===== src/rtl/cluster_evt_propagator_tx.sv =====
// Cluster-side four-phase event transmitter: queues local event pulses in a
// saturating counter and issues one valid/ack handshake per event.
module cluster_evt_propagator_tx #(
    parameter int unsigned CNT_WIDTH   = 4,
    parameter int unsigned SYNC_STAGES = 2
) (
    input  logic                 clk_i,
    input  logic                 rst_ni,
    input  logic                 event_i,
    output logic                 valid_o,
    input  logic                 ack_i,
    output logic [CNT_WIDTH-1:0] pending_o,
    output logic                 busy_o,
    output logic                 overflow_o,
    input  logic                 clr_overflow_i
);

    localparam logic [1:0] ST_IDLE    = 2'd0;
    localparam logic [1:0] ST_REQ     = 2'd1;
    localparam logic [1:0] ST_RELEASE = 2'd2;

    localparam logic [CNT_WIDTH-1:0] CNT_ONE = {{(CNT_WIDTH-1){1'b0}}, 1'b1};
    localparam logic [CNT_WIDTH-1:0] CNT_MAX = {CNT_WIDTH{1'b1}};

    logic [SYNC_STAGES-1:0] ack_sync_q;
    logic                   ack_s;
    logic [1:0]             state_q, state_d;
    logic [CNT_WIDTH-1:0]   pending_q, pending_d;
    logic                   overflow_q, overflow_d;
    logic                   valid_q, busy_q;
    logic                   launch, enter_req;

    assign ack_s  = ack_sync_q[SYNC_STAGES-1];
    assign launch = (pending_q != '0) || event_i;

    // NOTE: every output of a combinational block gets a default first, so no
    // path through the case/if leaves it unassigned and infers a latch.
    always_comb begin
        state_d   = state_q;
        enter_req = 1'b0;
        case (state_q)
            ST_IDLE: begin
                // A stale ack still high after reset holds off the launch.
                if (launch && !ack_s) begin
                    state_d   = ST_REQ;
                    enter_req = 1'b1;
                end
            end
            ST_REQ: begin
                if (ack_s) state_d = ST_RELEASE;
            end
            ST_RELEASE: begin
                if (!ack_s) begin
                    if (launch) begin
                        state_d   = ST_REQ;
                        enter_req = 1'b1;
                    end else begin
                        state_d = ST_IDLE;
                    end
                end
            end
            default: state_d = ST_IDLE;
        endcase
    end

    always_comb begin
        pending_d  = pending_q;
        overflow_d = overflow_q;
        if (clr_overflow_i) overflow_d = 1'b0;
        if (enter_req) begin
            // Launching consumes one event; an arriving pulse replaces it.
            if ((pending_q != '0) && !event_i) pending_d = pending_q - CNT_ONE;
        end else if (event_i) begin
            if (pending_q == CNT_MAX) overflow_d = 1'b1;
            else                      pending_d  = pending_q + CNT_ONE;
        end
    end

    // NOTE: sequential state uses non-blocking assignments only, so every flop
    // samples the pre-edge value of its neighbours regardless of block order.
    always_ff @(posedge clk_i or negedge rst_ni) begin
        if (!rst_ni) begin
            ack_sync_q <= '0;
            state_q    <= ST_IDLE;
            pending_q  <= '0;
            overflow_q <= 1'b0;
            valid_q    <= 1'b0;
            busy_q     <= 1'b0;
        end else begin
            ack_sync_q <= {ack_sync_q[SYNC_STAGES-2:0], ack_i};
            state_q    <= state_d;
            pending_q  <= pending_d;
            overflow_q <= overflow_d;
            // Decoded outputs are registered so valid_o has no input-to-output path.
            valid_q    <= (state_d == ST_REQ);
            busy_q     <= (state_d != ST_IDLE);
        end
    end

    assign valid_o    = valid_q;
    assign busy_o     = busy_q;
    assign pending_o  = pending_q;
    assign overflow_o = overflow_q;

endmodule


===== config.mk =====
export PLATFORM = sky130hd
export DESIGN_NAME = cluster_evt_propagator_tx
export DESIGN_NICKNAME = d
export VERILOG_FILES = /design/src/rtl/cluster_evt_propagator_tx.sv
export SDC_FILE = /design/constraint.sdc
export NUM_CORES = 1
export LEC_CHECK = 0
export CAP_MARGIN = 20
export CORE_AREA = 2 2 39 41
export CTS_CLUSTER_SIZE = 30
export DETAILED_ROUTE_END_ITERATION = 10
export DIE_AREA = 0 0 41 43
export PLACE_DENSITY = 0.68
export SETUP_SLACK_MARGIN = 0.4
export SLEW_MARGIN = 10
export SYNTH_ARGS = -nofsm -noshare
export SYNTH_HDL_FRONTEND = slang
export SYNTH_SLANG_ARGS = --single-unit

===== constraint.sdc =====
create_clock -name clk_i -period 5.1 [get_ports clk_i]
set_clock_uncertainty 0.2 [all_clocks]
set_input_delay 0.765 -clock clk_i [delete_from_list [all_inputs] [get_ports clk_i]]
set_output_delay 0.765 -clock clk_i [all_outputs]
set_load 0.01 [all_outputs]

==> Word level (Yosys, flattened, before mapping) <==
Cells that the tools add are included.
{ "word_totals": {"inputBits": 5, "wordCells": 41, "out_inout_bits": 7, "regBits": 11} }
{ "classes": {"n_addsub": 2, "n_reduce_logical": 10, "muxes": 17, "n_eq_ne": 6} }
{ "ops": {"columns": ["op", "n"], "rows": [
  ["two-way mux 4 bit", 4],
  ["two-way mux 1 bit", 8],
  ["two-way mux 2 bit", 3],
  ["one-hot mux 2 bit (3 select lines)", 1],
  ["adder 4 x 1 -> 4 bit, second input constant", 1],
  ["equality test 2 x 1 -> 1 bit, second input constant", 2],
  ["equality test 4 bit, second input constant", 1],
  ["nonzero test 2 bit", 2],
  ["nonzero test 4 bit", 1],
  ["subtractor 4 x 1 -> 4 bit, second input constant", 1],
  ["AND reduction 3 bit", 1],
  ["equality test 2 bit, second input constant", 1],
  ["logical AND 1 bit", 2],
  ["zero test 1 bit", 2],
  ["zero test 2 bit", 1],
  ["inequality test 2 x 1 -> 1 bit, second input constant", 1],
  ["inequality test 2 bit, second input constant", 1],
  ["one-hot mux 1 bit (2 select lines)", 1],
  ["logical OR 1 bit", 1]
]} }

==> Logic depth before layout (Yosys ltp) <==
{ "depth": {"ltp_word": 7, "depth_mapped": 10, "mapped_depth_nobuf": 8} }

==> Least setup slack after synthesis <==
No wires, ideal clock.
{ "synth_timing": {"path_type": "reg-to-reg", "from": "register pending_q[3] (netlist: pending_o[3])", "to": "register pending_q[2] (netlist: pending_o[2])", "t_arrival_ns": 1.638, "path_stages_with_launch": 9, "setup_time_ns": 0.133, "setup_slack_ns": 3.129, "path_buffers": 0, "synth_period_minus_slack_ns": 1.971, "t_required_ns": 4.767, "path_cell_list": "dfrtp_1 nor4_2 nand2b_1 nand2_1 nand2_1 ha_1 nor3_1 a41o_1 a21oi_1"} }
{ "synth_via": {"elab_chain_len": 7, "word_cells_on_any_way": 14, "cone_classes": "3 x eq/ne; 5 x mux; 6 x reduce/logical"} }
{ "synth_rtl": {"columns": ["element", "line", "source"], "rows": [
  ["start: declaration", "28", "logic [CNT_WIDTH-1:0] pending_q, pending_d;"],
  ["start signal: assignment", "92", "pending_q <= pending_d;"],
  ["nonzero test 4 bit", "34, 72", null],
  ["logical OR 1 bit", "34", "assign launch = (pending_q != '0) || event_i;"],
  ["two-way mux 1 bit or logical AND 1 bit (tied branches)", "54, 44", null],
  ["two-way mux 1 bit (on tied branches)", "53, 44", null],
  ["one-hot mux 1 bit (2 select lines)", "41", "case (state_q)"],
  ["inequality test 2 x 1 -> 1 bit (no source line), or another cell as far along", null, null],
  ["AND reduction 3 bit (no source line)", null, null]
]} }
Parallel ways exist; a longest one is shown, timed or not.
A chain may end at the register's enable or synchronous reset.

==> Worst setup path after layout <==
{ "layout_timing": {"from": "input port event_i", "to": "register pending_q[2] (netlist: pending_o[2])"} }
{ "layout_via": {"elab_chain_len": 6, "word_cells_on_any_way": 13, "cone_classes": "2 x eq/ne; 5 x mux; 6 x reduce/logical"} }
{ "layout_rtl": {"columns": ["element", "line", "source"], "rows": [
  ["start: declaration", "9", "input logic event_i,"],
  ["logical OR 1 bit", "34", null],
  ["two-way mux 1 bit or logical AND 1 bit (tied branches)", "54, 44", null],
  ["two-way mux 1 bit (on tied branches)", "53, 44", null],
  ["one-hot mux 1 bit (2 select lines)", "41", null],
  ["inequality test 2 x 1 -> 1 bit (no source line), or another cell as far along", null, null],
  ["AND reduction 3 bit (no source line)", null, null]
]} }
Parallel ways exist; a longest one is shown, timed or not.

==> results.json <==
{
  "period_minus_slack_ns": 2.42,
  "cts_buffer_depth": 2,
  "grtUsageTotal_pct": 13.7,
  "synth_cell_type_count": 24,
  "p_leak_uw": 0.000279,
  "holdWs_ns": 0.150,
  "fin_cells": 74,
  "syn_nets": 51,
  "area_delta_synth_final_pct": 25.6,
  "synth_top_family_by_area": "simple AND/OR/NAND/NOR gates",
  "report.final.slew_viol_count": 0,
  "max-slew-margin-rel_pct": 68.8,
  "p_switching_uw": 111,
  "clock_latency_ns": 0.27,
  "startpoint_type": "input port",
  "layout.nets": 65,
  "synth-seq-cells": 11,
  "synth_compound_area_share_pct": 13.6,
  "fin_crit_sh_pct": 47.5,
  "grt_pass1_wl_um": 1570,
  "path_clk_slew_ns": 0.07,
  "syn_area_per_cell_um2": 11.6,
  "setup_violations": 0,
  "fillers": 124,
  "ant_nets": 0,
  "cts_setup_buffers": 0,
  "placed_cells": 70,
  "drt-total-wl_um": 861,
  "power_uw": 319,
  "power.density_mw_per_mm2": 485,
  "power_frac_comb_pct": 35.4,
  "clockPowerShare_pct": 18.6,
  "cts.sinks": 11,
  "crit_path_max_fanout": 8,
  "portBuffers": 11,
  "vdd_drop_max_uv": 232,
  "pwr-share-seq_pct": 45.9,
  "p_sw_share_pct": 35.0,
  "firstDrtPassIters": 4,
  "ys_seq_area_share_pct": 52.6,
  "rsz0062_at_grt": "no",
  "numCtsBuffers": 3,
  "synth_adder_area_share_pct": 2.39,
  "io_pins": 12,
  "post-dp-hpwl_um": 625,
  "yosys_warnings": 0,
  "internal_power_uw": 207,
  "hold_violations": 0,
  "place_congestion": 0.798,
  "maxCapViolCount": 0,
  "worst_pin_slew_ns": 0.467,
  "status": "finished, final reports clean",
  "endpoint_kind": "flop",
  "place_area_um2": 631,
  "vias": 394,
  "rows": 14,
  "cts_tree": "built",
  "fp.dieW_um": 41,
  "start_util_pct": 37.8,
  "wl_per_cell_um": 11.6,
  "cts.repair.resized": 0,
  "grt_overflow_total": 0,
  "hp-class": "reg -> reg",
  "synthMuxAreaShare_pct": 5.98,
  "synth-simple-area-share_pct": 17.0,
  "die_h_um": 43,
  "drt-vias-per-instance": 5.32,
  "cts_max_level": 1,
  "fin_setup_tns_ns": 0,
  "netlist_area_um2": 523,
  "first_iter_violations": 6,
  "drive_gt1_share_pct": 10.3,
  "holdBufCountCts": 0,
  "first_global_vias": 360,
  "root_buffer": "clkbuf_4",
  "antenna_found_initial": 0,
  "grt_max_degree": 12,
  "max_freq_mhz": 413,
  "n_antenna_cell": 0,
  "required_ns": 5.05,
  "syn_inst": 45,
  "setup.worst_path.class": "in -> reg",
  "drc_errors": 0,
  "core_area_mm2": 0.00138,
  "die_area_mm2": 0.00176,
  "synthXorXnorAreaFrac_pct": 3.35,
  "final_area_um2": 657,
  "critical_path_arrival_ns": 2.37
}
critical path, cell delays in order:
cell and delay, ns:
clkdlybuf4s50_1 0.54, nand2b_1 0.25, nand2_1 0.08, nand2_1 0.05
ha_1 0.21, nor3_1 0.27, a41o_1 0.14, a21oi_1 0.06
path summary, 6_finish.rpt:
| path | startpoint | end | slack (ns) | cells past startpoint |
|---|---|---|---|---|
| worst max-delay path | event_i | pending_o[2]$_DFFE_PN0P_ | 2.68 | 8 |
| worst min-delay path | ack_sync_q[0]$_DFF_PN0_ | ack_sync_q[1]$_DFF_PN0_ | 0.15 | 0 |
| worst max register to register | pending_o[2]$_DFFE_PN0P_ | pending_o[2]$_DFFE_PN0P_ | 2.93 | 8 |
| worst min register to register | ack_sync_q[0]$_DFF_PN0_ | ack_sync_q[1]$_DFF_PN0_ | 0.15 | 0 |
| max in group asynchronous | rst_ni | state_q[0]$_DFF_PN0_ | 3.77 | 1 |
| min in group asynchronous | rst_ni | pending_o[3]$_DFFE_PN0P_ | 0.61 | 1 |
flip-flops by register name, summed over array words and instances, names as in the netlist:
signal / cells
pending_o: 4
overflow_o: 1
valid_o: 1
ack_sync_q: 2
state_q: 2
busy_o: 1
metal layers:
metal	GRT usage (%)	vias up	wire length [um]
met5	0	-	0
met1	16.9	183	378
met2	18.8	14	414
li1	-	194	-
met4	10.0	0	25
met3	4.71	3	43
kinds of logic after synthesis:
| kind of cell | count (synthesis) |
|---|---|
| AO/OA/AOI/OAI | 9 |
| buffers and inverters | 3 |
| multiplexers | 3 |
| adder cells (fa/ha/maj) | 1 |
| AND/OR/NAND/NOR | 16 |
| XOR/XNOR | 2 |
| flip-flops | 11 |
power groups by stage:
stage          Combinational, uW  Clock (uW)  Sequential (uW)
3_5_place_dp                 114           0              148
6_report                     113        59.4              146
5_1_grt                      125        65.1              153
2_1_floorplan               57.7           0              150
4_1_cts                      114        61.1              146
3_3_place_gp                 113           0              148
through the flow:
step | utilization (%) | setup slack (ns)
2_1_floorplan | - | 3.13
3_3_place_gp | 45.6 | 2.47
3_5_place_dp | 45.6 | 2.44
4_1_cts | 47.5 | 2.72
5_1_grt | 47.5 | 2.53
6_report | 47.5 | 2.68
placed cells by master (no fill, tap or decap):
| master | instances |
|---|---|
| dfrtp_1 | 11 |
| clkdlybuf4s50_1 | 11 |
| nand2_1 | 4 |
| nor2_1 | 3 |
| clkbuf_4 | 3 |
| a211oi_1 | 2 |
| xor2_1 | 2 |
| mux2i_1 | 2 |
| or4_1 | 2 |
| a21oi_1 | 2 |
| nor4_2 | 1 |
| nand2b_1 | 1 |
| or2_1 | 1 |
| and2_1 | 1 |
| inv_1 | 1 |
| nand4_1 | 1 |
| o22ai_1 | 1 |
| a41oi_1 | 1 |
| nor3_1 | 1 |
| a41o_1 | 1 |
| a311oi_1 | 1 |
| nand3_1 | 1 |
| o31ai_2 | 1 |
| mux2_2 | 1 |
| ha_1 | 1 |
| clkbuf_1 | 1 |
synthesized netlist by cell type:
library cell / count / area, um2
or2_1: 1 / 6.26
o22ai_1: 1 / 6.26
a41oi_1: 1 / 8.76
nand2_1: 4 / 15.0
o31ai_2: 1 / 12.5
mux2i_1: 2 / 20.0
nor4_2: 1 / 12.5
a41o_1: 1 / 10.0
buf_6: 2 / 22.5
ha_1: 1 / 12.5
nor2_1: 3 / 11.3
or4_1: 2 / 15.0
and2_1: 1 / 6.26
mux2_2: 1 / 11.3
a211oi_1: 2 / 15.0
nand2b_1: 1 / 6.26
nand3_1: 1 / 5.00
nor3_1: 1 / 5.00
a311oi_1: 1 / 8.76
nand4_1: 1 / 6.26
xor2_1: 2 / 17.5
inv_1: 1 / 3.75
dfrtp_1: 11 / 275
a21oi_1: 2 / 10.0
area by class of cell:
type | count | area (um2) | share of cell area (%)
repair buffers | 11 | 110 | 16.8
inverters | 1 | 3.75 | 0.571
flip-flops and latches | 11 | 275 | 41.9
clock buffers | 4 | 26.3 | 4.00
well taps | 16 | 20.0 | 3.05
multi-input cells | 31 | 221 | 33.7
Note: power is estimated with default switching activity, not from simulation.
